===== src/rtl/board_bus_pkg.sv =====
// Shared definitions for the board query master and its bus port.
//   - Internal-bus address map of the Monte-Carlo responder
//   - Board geometry (16 cells of CELL_W bits)
//   - Top-level sequencer state encoding and one-access port state encoding
package board_bus_pkg;

    localparam int GRID_BASE   = 0;    // cell i lives at GRID_BASE + i
    localparam int SEED_ADDR   = 16;   // seed register; writing 0 halts the engines
    localparam int STAT_BASE   = 17;   // first statistics byte (direction 0, byte 0)
    localparam int STAT_STRIDE = 10;   // bytes per direction
    localparam int CELL_W      = 6;
    localparam int NUM_CELLS   = 16;
    localparam int NUM_DIRS    = 4;
    localparam int NUM_STAT    = NUM_DIRS * STAT_STRIDE;

    typedef enum logic [2:0] {
        S_IDLE,
        S_WR_CELL,
        S_WR_SEED,
        S_RUN,
        S_RD_STAT,
        S_STOP,
        S_DONE
    } state_t;

    typedef enum logic [1:0] {
        P_IDLE,
        P_REQ,
        P_STROBE,
        P_WAIT
    } port_state_t;

endpackage


===== src/rtl/bus_master_port.sv =====
// One-access internal-bus engine.
// A go pulse (accepted only when idle) latches addr/wdata/is_read and raises
// int_req. The first cycle int_gnt is seen high produces a one-cycle strobe,
// int_req drops the cycle after the strobe. Writes acknowledge right after the
// strobe; reads acknowledge when int_rd_data is captured RD_LAT cycles after
// the strobe cycle (RD_LAT values below 1 are treated as 1).
// Ports:
//   clk, rst                 clock, asynchronous active-high reset
//   go, is_read, addr, wdata access request from the sequencer
//   ack, rdata               one-cycle completion pulse, captured read byte
//   int_*                    internal-bus master signals
module bus_master_port
    import board_bus_pkg::*;
#(
    parameter int RD_LAT = 1
) (
    input  logic        clk,
    input  logic        rst,
    input  logic        go,
    input  logic        is_read,
    input  logic [15:0] addr,
    input  logic [7:0]  wdata,
    output logic        ack,
    output logic [7:0]  rdata,
    output logic [15:0] int_address,
    output logic [7:0]  int_wr_data,
    output logic        int_write,
    output logic        int_read,
    output logic        int_req,
    input  logic        int_gnt,
    input  logic [7:0]  int_rd_data
);

    localparam logic [7:0] LAT_INIT = (RD_LAT < 1) ? 8'd1 : 8'(RD_LAT);

    port_state_t pstate;
    logic        rd_mode;
    logic [7:0]  lat_cnt;

    always_ff @(posedge clk or posedge rst) begin
        if (rst) begin
            pstate      <= P_IDLE;
            rd_mode     <= 1'b0;
            lat_cnt     <= '0;
            ack         <= 1'b0;
            rdata       <= '0;
            int_address <= '0;
            int_wr_data <= '0;
            int_write   <= 1'b0;
            int_read    <= 1'b0;
            int_req     <= 1'b0;
        end else begin
            ack <= 1'b0;
            case (pstate)
                P_IDLE: begin
                    if (go) begin
                        int_address <= addr;
                        int_wr_data <= wdata;
                        rd_mode     <= is_read;
                        int_req     <= 1'b1;
                        pstate      <= P_REQ;
                    end
                end
                P_REQ: begin
                    if (int_gnt) begin
                        int_write <= ~rd_mode;
                        int_read  <= rd_mode;
                        pstate    <= P_STROBE;
                    end
                end
                P_STROBE: begin
                    // Address/data stay put; only the request and strobe fall.
                    int_write <= 1'b0;
                    int_read  <= 1'b0;
                    int_req   <= 1'b0;
                    if (rd_mode) begin
                        lat_cnt <= LAT_INIT;
                        pstate  <= P_WAIT;
                    end else begin
                        ack    <= 1'b1;
                        pstate <= P_IDLE;
                    end
                end
                P_WAIT: begin
                    // lat_cnt==1 marks the edge closing the RD_LAT-th cycle
                    // after the strobe, where read data is valid.
                    if (lat_cnt == 8'd1) begin
                        rdata  <= int_rd_data;
                        ack    <= 1'b1;
                        pstate <= P_IDLE;
                    end else begin
                        lat_cnt <= lat_cnt - 8'd1;
                    end
                end
                default: pstate <= P_IDLE;
            endcase
        end
    end

endmodule


===== src/rtl/board_query_master.sv =====
// Internal-bus initiator for the Monte-Carlo responder.
// On an accepted start it writes the 16 board cells and the seed, waits
// RUN_CYCLES clocks, reads the 40 statistic bytes, assembles per-direction
// max_move / total_move / total_trial words and reports the direction with
// the largest total_move (lowest index on ties).
// Build option: define MONTE_STOP_EN to add a final write of 0 to the seed
// address after the reads, halting the engines before done.
// Ports:
//   clk, rst                  clock, asynchronous active-high reset
//   start, board, seed        request and its operands (seed must be non-zero)
//   busy, done, err_seed      status; done/err_seed are one-cycle pulses
//   max_move, total_move,
//   total_trial, best_dir     results, flattened {d3,d2,d1,d0}, updated at done
//   int_*                     internal-bus master interface
module board_query_master #(
    parameter int RUN_CYCLES = 100000,
    parameter int RD_LAT     = 1,
    parameter int STAT_BASE  = 17
) (
    input  logic         clk,
    input  logic         rst,
    input  logic         start,
    input  logic [95:0]  board,
    input  logic [7:0]   seed,
    output logic         busy,
    output logic         done,
    output logic         err_seed,
    output logic [63:0]  max_move,
    output logic [127:0] total_move,
    output logic [127:0] total_trial,
    output logic [1:0]   best_dir,
    output logic [15:0]  int_address,
    output logic [7:0]   int_wr_data,
    output logic         int_write,
    output logic         int_read,
    output logic         int_req,
    input  logic         int_gnt,
    input  logic [7:0]   int_rd_data
);

    import board_bus_pkg::state_t, board_bus_pkg::S_IDLE, board_bus_pkg::S_WR_CELL,
           board_bus_pkg::S_WR_SEED, board_bus_pkg::S_RUN, board_bus_pkg::S_RD_STAT,
           board_bus_pkg::S_STOP, board_bus_pkg::S_DONE, board_bus_pkg::GRID_BASE,
           board_bus_pkg::SEED_ADDR, board_bus_pkg::STAT_STRIDE, board_bus_pkg::CELL_W,
           board_bus_pkg::NUM_CELLS, board_bus_pkg::NUM_DIRS, board_bus_pkg::NUM_STAT;

    localparam logic [31:0] RUN_LAST  = (RUN_CYCLES > 0) ? 32'(RUN_CYCLES - 1) : 32'd0;
    localparam logic [5:0]  LAST_CELL = 6'(NUM_CELLS - 1);
    localparam logic [5:0]  LAST_STAT = 6'(NUM_STAT - 1);

    state_t      state;
    logic [5:0]  cnt_reg;       // byte/cell index, saturates at the last access
    logic [31:0] run_cnt_reg;
    logic        pending_reg;   // an access has been issued and not yet acked
    logic [95:0] board_reg;
    logic [7:0]  seed_reg;

    logic        go_reg;
    logic        is_read_reg;
    logic [15:0] addr_reg;
    logic [7:0]  wdata_reg;
    logic        ack;
    logic [7:0]  rdata;

    logic [7:0]        stat_bytes [NUM_STAT];
    logic [CELL_W-1:0] cells      [NUM_CELLS];
    logic [15:0]       mm_w       [NUM_DIRS];
    logic [31:0]       tm_w       [NUM_DIRS];
    logic [31:0]       tt_w       [NUM_DIRS];
    logic [1:0]        best_next;

    genvar gi;
    generate
        for (gi = 0; gi < NUM_CELLS; gi++) begin : g_cell
            assign cells[gi] = board_reg[gi*CELL_W +: CELL_W];
        end
        // Little-endian: bytes 0-1 max_move, 2-5 total_move, 6-9 total_trial.
        for (gi = 0; gi < NUM_DIRS; gi++) begin : g_dir
            localparam int B = gi * STAT_STRIDE;
            assign mm_w[gi] = {stat_bytes[B+1], stat_bytes[B]};
            assign tm_w[gi] = {stat_bytes[B+5], stat_bytes[B+4], stat_bytes[B+3], stat_bytes[B+2]};
            assign tt_w[gi] = {stat_bytes[B+9], stat_bytes[B+8], stat_bytes[B+7], stat_bytes[B+6]};
        end
    endgenerate

    // Strictly-greater scan in direction order keeps the lowest index on ties.
    always_comb begin
        best_next = 2'd0;
        for (int d = 1; d < NUM_DIRS; d++) begin
            if (tm_w[d] > tm_w[best_next]) begin
                best_next = 2'(d);
            end
        end
    end

    bus_master_port #(
        .RD_LAT(RD_LAT)
    ) u_port (
        .clk        (clk),
        .rst        (rst),
        .go         (go_reg),
        .is_read    (is_read_reg),
        .addr       (addr_reg),
        .wdata      (wdata_reg),
        .ack        (ack),
        .rdata      (rdata),
        .int_address(int_address),
        .int_wr_data(int_wr_data),
        .int_write  (int_write),
        .int_read   (int_read),
        .int_req    (int_req),
        .int_gnt    (int_gnt),
        .int_rd_data(int_rd_data)
    );

    always_ff @(posedge clk or posedge rst) begin
        if (rst) begin
            state       <= S_IDLE;
            cnt_reg     <= '0;
            run_cnt_reg <= '0;
            pending_reg <= 1'b0;
            board_reg   <= '0;
            seed_reg    <= '0;
            go_reg      <= 1'b0;
            is_read_reg <= 1'b0;
            addr_reg    <= '0;
            wdata_reg   <= '0;
            busy        <= 1'b0;
            done        <= 1'b0;
            err_seed    <= 1'b0;
            max_move    <= '0;
            total_move  <= '0;
            total_trial <= '0;
            best_dir    <= '0;
            for (int i = 0; i < NUM_STAT; i++) begin
                stat_bytes[i] <= '0;
            end
        end else begin
            go_reg   <= 1'b0;
            done     <= 1'b0;
            err_seed <= 1'b0;
            case (state)
                S_IDLE: begin
                    if (start) begin
                        if (seed == 8'h00) begin
                            err_seed <= 1'b1;
                        end else begin
                            board_reg   <= board;
                            seed_reg    <= seed;
                            busy        <= 1'b1;
                            cnt_reg     <= '0;
                            pending_reg <= 1'b0;
                            state       <= S_WR_CELL;
                        end
                    end
                end
                S_WR_CELL: begin
                    if (!pending_reg) begin
                        go_reg      <= 1'b1;
                        is_read_reg <= 1'b0;
                        addr_reg    <= 16'(GRID_BASE) + 16'(cnt_reg);
                        wdata_reg   <= 8'(cells[cnt_reg[3:0]]);
                        pending_reg <= 1'b1;
                    end else if (ack) begin
                        pending_reg <= 1'b0;
                        if (cnt_reg == LAST_CELL) begin
                            cnt_reg <= '0;
                            state   <= S_WR_SEED;
                        end else begin
                            cnt_reg <= cnt_reg + 6'd1;
                        end
                    end
                end
                S_WR_SEED: begin
                    if (!pending_reg) begin
                        go_reg      <= 1'b1;
                        is_read_reg <= 1'b0;
                        addr_reg    <= 16'(SEED_ADDR);
                        wdata_reg   <= seed_reg;
                        pending_reg <= 1'b1;
                    end else if (ack) begin
                        pending_reg <= 1'b0;
                        run_cnt_reg <= '0;
                        state       <= S_RUN;
                    end
                end
                S_RUN: begin
                    if (run_cnt_reg >= RUN_LAST) begin
                        cnt_reg <= '0;
                        state   <= S_RD_STAT;
                    end else begin
                        run_cnt_reg <= run_cnt_reg + 32'd1;
                    end
                end
                S_RD_STAT: begin
                    // Byte index 10*d+k is exactly the offset from STAT_BASE.
                    if (!pending_reg) begin
                        go_reg      <= 1'b1;
                        is_read_reg <= 1'b1;
                        addr_reg    <= 16'(STAT_BASE) + 16'(cnt_reg);
                        wdata_reg   <= '0;
                        pending_reg <= 1'b1;
                    end else if (ack) begin
                        pending_reg         <= 1'b0;
                        stat_bytes[cnt_reg] <= rdata;
                        if (cnt_reg == LAST_STAT) begin
`ifdef MONTE_STOP_EN
                            state <= S_STOP;
`else
                            state <= S_DONE;
`endif
                        end else begin
                            cnt_reg <= cnt_reg + 6'd1;
                        end
                    end
                end
`ifdef MONTE_STOP_EN
                S_STOP: begin
                    // Writing 0 to the seed register halts the engines.
                    if (!pending_reg) begin
                        go_reg      <= 1'b1;
                        is_read_reg <= 1'b0;
                        addr_reg    <= 16'(SEED_ADDR);
                        wdata_reg   <= 8'h00;
                        pending_reg <= 1'b1;
                    end else if (ack) begin
                        pending_reg <= 1'b0;
                        state       <= S_DONE;
                    end
                end
`endif
                S_DONE: begin
                    for (int d = 0; d < NUM_DIRS; d++) begin
                        max_move[d*16 +: 16]    <= mm_w[d];
                        total_move[d*32 +: 32]  <= tm_w[d];
                        total_trial[d*32 +: 32] <= tt_w[d];
                    end
                    best_dir <= best_next;
                    done     <= 1'b1;
                    busy     <= 1'b0;
                    state    <= S_IDLE;
                end
                default: state <= S_IDLE;
            endcase
        end
    end

endmodule


===== config.mk =====
export PLATFORM = sky130hd
export DESIGN_NAME = board_query_master
export DESIGN_NICKNAME = d
export VERILOG_FILES = /design/src/rtl/board_bus_pkg.sv /design/src/rtl/bus_master_port.sv /design/src/rtl/board_query_master.sv
export SDC_FILE = /design/constraint.sdc
export NUM_CORES = 2
export LEC_CHECK = 0
export CAP_MARGIN = 20
export CORE_UTILIZATION = 35
export CTS_CLUSTER_DIAMETER = 40
export CTS_CLUSTER_SIZE = 12
export DETAILED_ROUTE_END_ITERATION = 12
export HOLD_SLACK_MARGIN = 0.1
export PLACE_DENSITY_LB_ADDON = 0.08
export SYNTH_ARGS = -nofsm -noshare
export SYNTH_HDL_FRONTEND = slang
export SYNTH_SLANG_ARGS = --single-unit

===== constraint.sdc =====
create_clock -name clk -period 49.3 [get_ports clk]
set_input_delay 12.325 -clock clk [delete_from_list [all_inputs] [get_ports clk]]
set_output_delay 12.325 -clock clk [all_outputs]
set_load 0.01 [all_outputs]

==> results.json <==
{
  "largest_reg_flops": 256,
  "dp_hpwl_um": 79100,
  "crit_chain": "clkdlybuf4s50_1 -> inv_8 -> buf_4 -> buf_4 -> buf_4 -> buf_4",
  "setup_slack_ns": 33.20,
  "die_w_um": 326,
  "cts_hold_buf": 0,
  "required_ns": 49.94,
  "total_power_mw": 2.36,
  "fillers": 9965,
  "p_per_area_nw_per_um2": 49.4,
  "crit_arrival_ns": 16.74,
  "dr.first_iter.drc_count": 1612,
  "criticalPathCategory": "input pin to async pin",
  "grt_usage": 0.223,
  "pre_cts_slack_ns": 32.19,
  "synth_seq_cells": 846,
  "vias_per_cell": 4.99,
  "die_h_um": 326,
  "clkLatencyLatePin_ns": 0.73,
  "antenna_left": 0,
  "wl_per_cell_um": 22.2,
  "io_buffers": 458,
  "clkTransAtPathRegs_ns": 0.05,
  "hold_viol_final": 0,
  "synth-async-reset-ratio": 1.00,
  "yosys_warnings": 0,
  "holdCritStartpoint": "stat_bytes[4]$_DFFE_PP0P_",
  "postCtsResizedCells": 0,
  "first_pass_iters": 4,
  "rsz0062_at_grt": "no",
  "drcViolationCount": 0,
  "grt_pass1_vias": 27500,
  "grt_max_degree": 198,
  "setup_tns_ns": 0,
  "layout_commonest_cell": "nand2_1",
  "drive_gt1_frac": 0.178,
  "slowest_delay_ns": 0.82,
  "post-route-min-period_ns": 16.10,
  "cts_buffers": 146,
  "ios": 468,
  "clock-sinks": 846,
  "cp_top_family": "buffers and inverters",
  "synth_area_per_cell_um2": 11.0,
  "outcome": "finished, final reports clean",
  "cp_slowest_cell": "buf_4",
  "clk_path_buf_depth": 3,
  "rows": 118,
  "num_vias": 26400,
  "largest_register": "stat_bytes",
  "min_path_cells": 2,
  "final.setup_skew_ns": 0.0250,
  "netlist_area_um2": 36800,
  "timing.rr.start": "stat_bytes[198]$_DFFE_PP0P_",
  "final_core_util": 0.461,
  "peakVddDrop_mv": 0.0289,
  "synth_cell_types": 79,
  "dpl_cell_area_um2": 42600,
  "cts_tree": "yes",
  "hold_path_end": "total_trial[124]$_DFFE_PP0P_",
  "clock-root-buffer": "clkbuf_16",
  "largestRegisters": "stat_bytes: 256 flops, total_move: 128 flops, total_trial: 128 flops",
  "grt_antenna_before_repair": 16,
  "drv_cap": 0,
  "min_path_type": "flop to flop",
  "synth.yosys.seq_area_share": 0.576,
  "initial_utilization": 0.354,
  "finalCritPeriodShare": 0.326,
  "layout_common_cells": "998 x nand2_1, 837 x dfrtp_1, 458 x clkdlybuf4s50_1, 337 x mux2_2, 147 x clkbuf_16",
  "htree_levels": 4,
  "wl_um": 117000,
  "start_kind": "input pin",
  "core_area_um2": 104000,
  "finalNetCount": 4005,
  "crit_buf_inv": 6,
  "reg2reg_slack_ns": 41.48,
  "synthCells": 3333,
  "slew_headroom": 0.239,
  "worstReg2RegEnd": "best_dir[1]$_DFFE_PP0P_",
  "timing.fmax_mhz": 62.1,
  "postCtsSetupRepairBufs": 0,
  "overflow": 0,
  "stdcell_area_um2": 47800,
  "gp_congestion": 0.813,
  "synth-edff-count": 0,
  "slew_viol_final": 0,
  "die_area_um2": 106000,
  "critical_path.max_fanout": 104,
  "cpMostUsedCell": "buf_4",
  "grt_pass1_wl_um": 179000,
  "leakage_nw": 23.2,
  "critPathCaptureType": "async pin",
  "tightest_slew_ns": 1.14,
  "setup_viol": 0,
  "crit_start": "rst",
  "rr_worst_depth": 22,
  "synthFlopType": "dfrtp_1",
  "area_growth_syn_to_layout_pct": 30.0
}
worst max-delay path by stage:
stage,endpoint,slack [ns],cells past startpoint
2_1_floorplan,addr_reg[0]$_DFFE_PP0P_,13.21,1
3_3_place_gp,u_port.rdata[1]$_DFFE_PP0P_,32.16,6
3_5_place_dp,u_port.rdata[1]$_DFFE_PP0P_,32.19,6
4_1_cts,u_port.rdata[1]$_DFFE_PP0P_,32.97,6
5_1_grt,u_port.rdata[1]$_DFFE_PP0P_,32.48,6
6_report,u_port.rdata[1]$_DFFE_PP0P_,33.20,6
where the power goes:
part,leakage (nW),total [mW],internal (mW),switching [mW]
clock,2.50,1.05,0.679,0.371
sequential,11.6,0.847,0.769,0.0788
combinational,9.16,0.464,0.179,0.285
total,23.2,2.36,1.63,0.735
synth_stat cells, types with 4 or more instances:
master,instances,area share
a211oi_1,6,0.0012
a21o_1,17,0.0035
a21oi_1,99,0.013
a221oi_1,14,0.0033
a22o_1,4,0.00095
a22oi_1,6,0.0012
a31o_1,31,0.0074
a31oi_1,5,0.00085
and2_1,47,0.0080
and3_1,11,0.0019
and4_1,4,0.00095
buf_1,5,0.00051
buf_2,29,0.0039
buf_4,16,0.0033
clkbuf_1,140,0.014
dfrtp_1,846,0.58
ha_1,100,0.034
inv_1,52,0.0053
mux2_1,103,0.032
mux2_2,337,0.10
mux2i_1,12,0.0033
mux4_2,12,0.0074
nand2_1,999,0.10
nand2b_1,9,0.0015
nand3_1,53,0.0072
nand3_2,4,0.0011
nand4_1,28,0.0048
nor2_1,52,0.0053
nor2_2,10,0.0017
nor2_4,9,0.0028
nor2b_1,11,0.0019
nor3_1,10,0.0014
nor3b_1,8,0.0016
nor4_1,13,0.0022
o211ai_1,8,0.0016
o21a_1,9,0.0018
o21ai_0,87,0.012
o21ai_1,43,0.0059
o22ai_1,9,0.0015
o2bb2ai_1,5,0.0012
o31ai_1,4,0.00082
or3_1,5,0.00085
or4_1,7,0.0014
routing by layer:
metal / vias up / global-route usage / wire length, um
met1: 13300 / 0.285 / 50700
met4: 18 / 0.0844 / 3870
li1: 12300 / - / -
met2: 623 / 0.368 / 56700
met5: - / 0 / 120
met3: 213 / 0.0524 / 6110
per-stage QoR:
step | hold WS [ns] | cells
2_1_floorplan | 0.432 | 3341
3_3_place_gp | 0.438 | 5020
3_5_place_dp | 0.446 | 5020
4_1_cts | 0.453 | 5288
5_1_grt | 0.477 | 5290
6_report | 0.452 | 5293
worst register-to-register path, delay by kind of cell (launching register included):
| family | cells | cell delay, ns |
|---|---|---|
| AND/OR/NAND/NOR | 12 | 3.88 |
| AO/OA/AOI/OAI | 6 | 2.01 |
| adder cells (fa/ha/maj) | 3 | 0.85 |
| flip-flops | 1 | 0.48 |
| buffers and inverters | 1 | 0.41 |
kinds of logic after synthesis:
family / Yosys count / share of synthesized area
AND/OR/NAND/NOR: 1303 / 0.153
buffers and inverters: 244 / 0.0279
multiplexers: 464 / 0.145
AO/OA/AOI/OAI: 369 / 0.0626
flip-flops: 846 / 0.576
XOR/XNOR: 6 / 0.00143
adder cells (fa/ha/maj): 100 / 0.0340
other: 1 / 0.000102
cell type report:
class	count	area (um^2)	share of cell area
Multi-Input combinational cell	2251	14600	0.306
Clock buffer	183	4010	0.0840
Timing Repair Buffer	492	4860	0.102
Clock inverter	85	1150	0.0240
Tap cell	1380	1730	0.0361
Inverter	52	210	0.00440
Sequential cell	846	21200	0.443
Antenna cell	4	10.0	0.000209
Note: power is estimated with default switching activity, not from simulation.
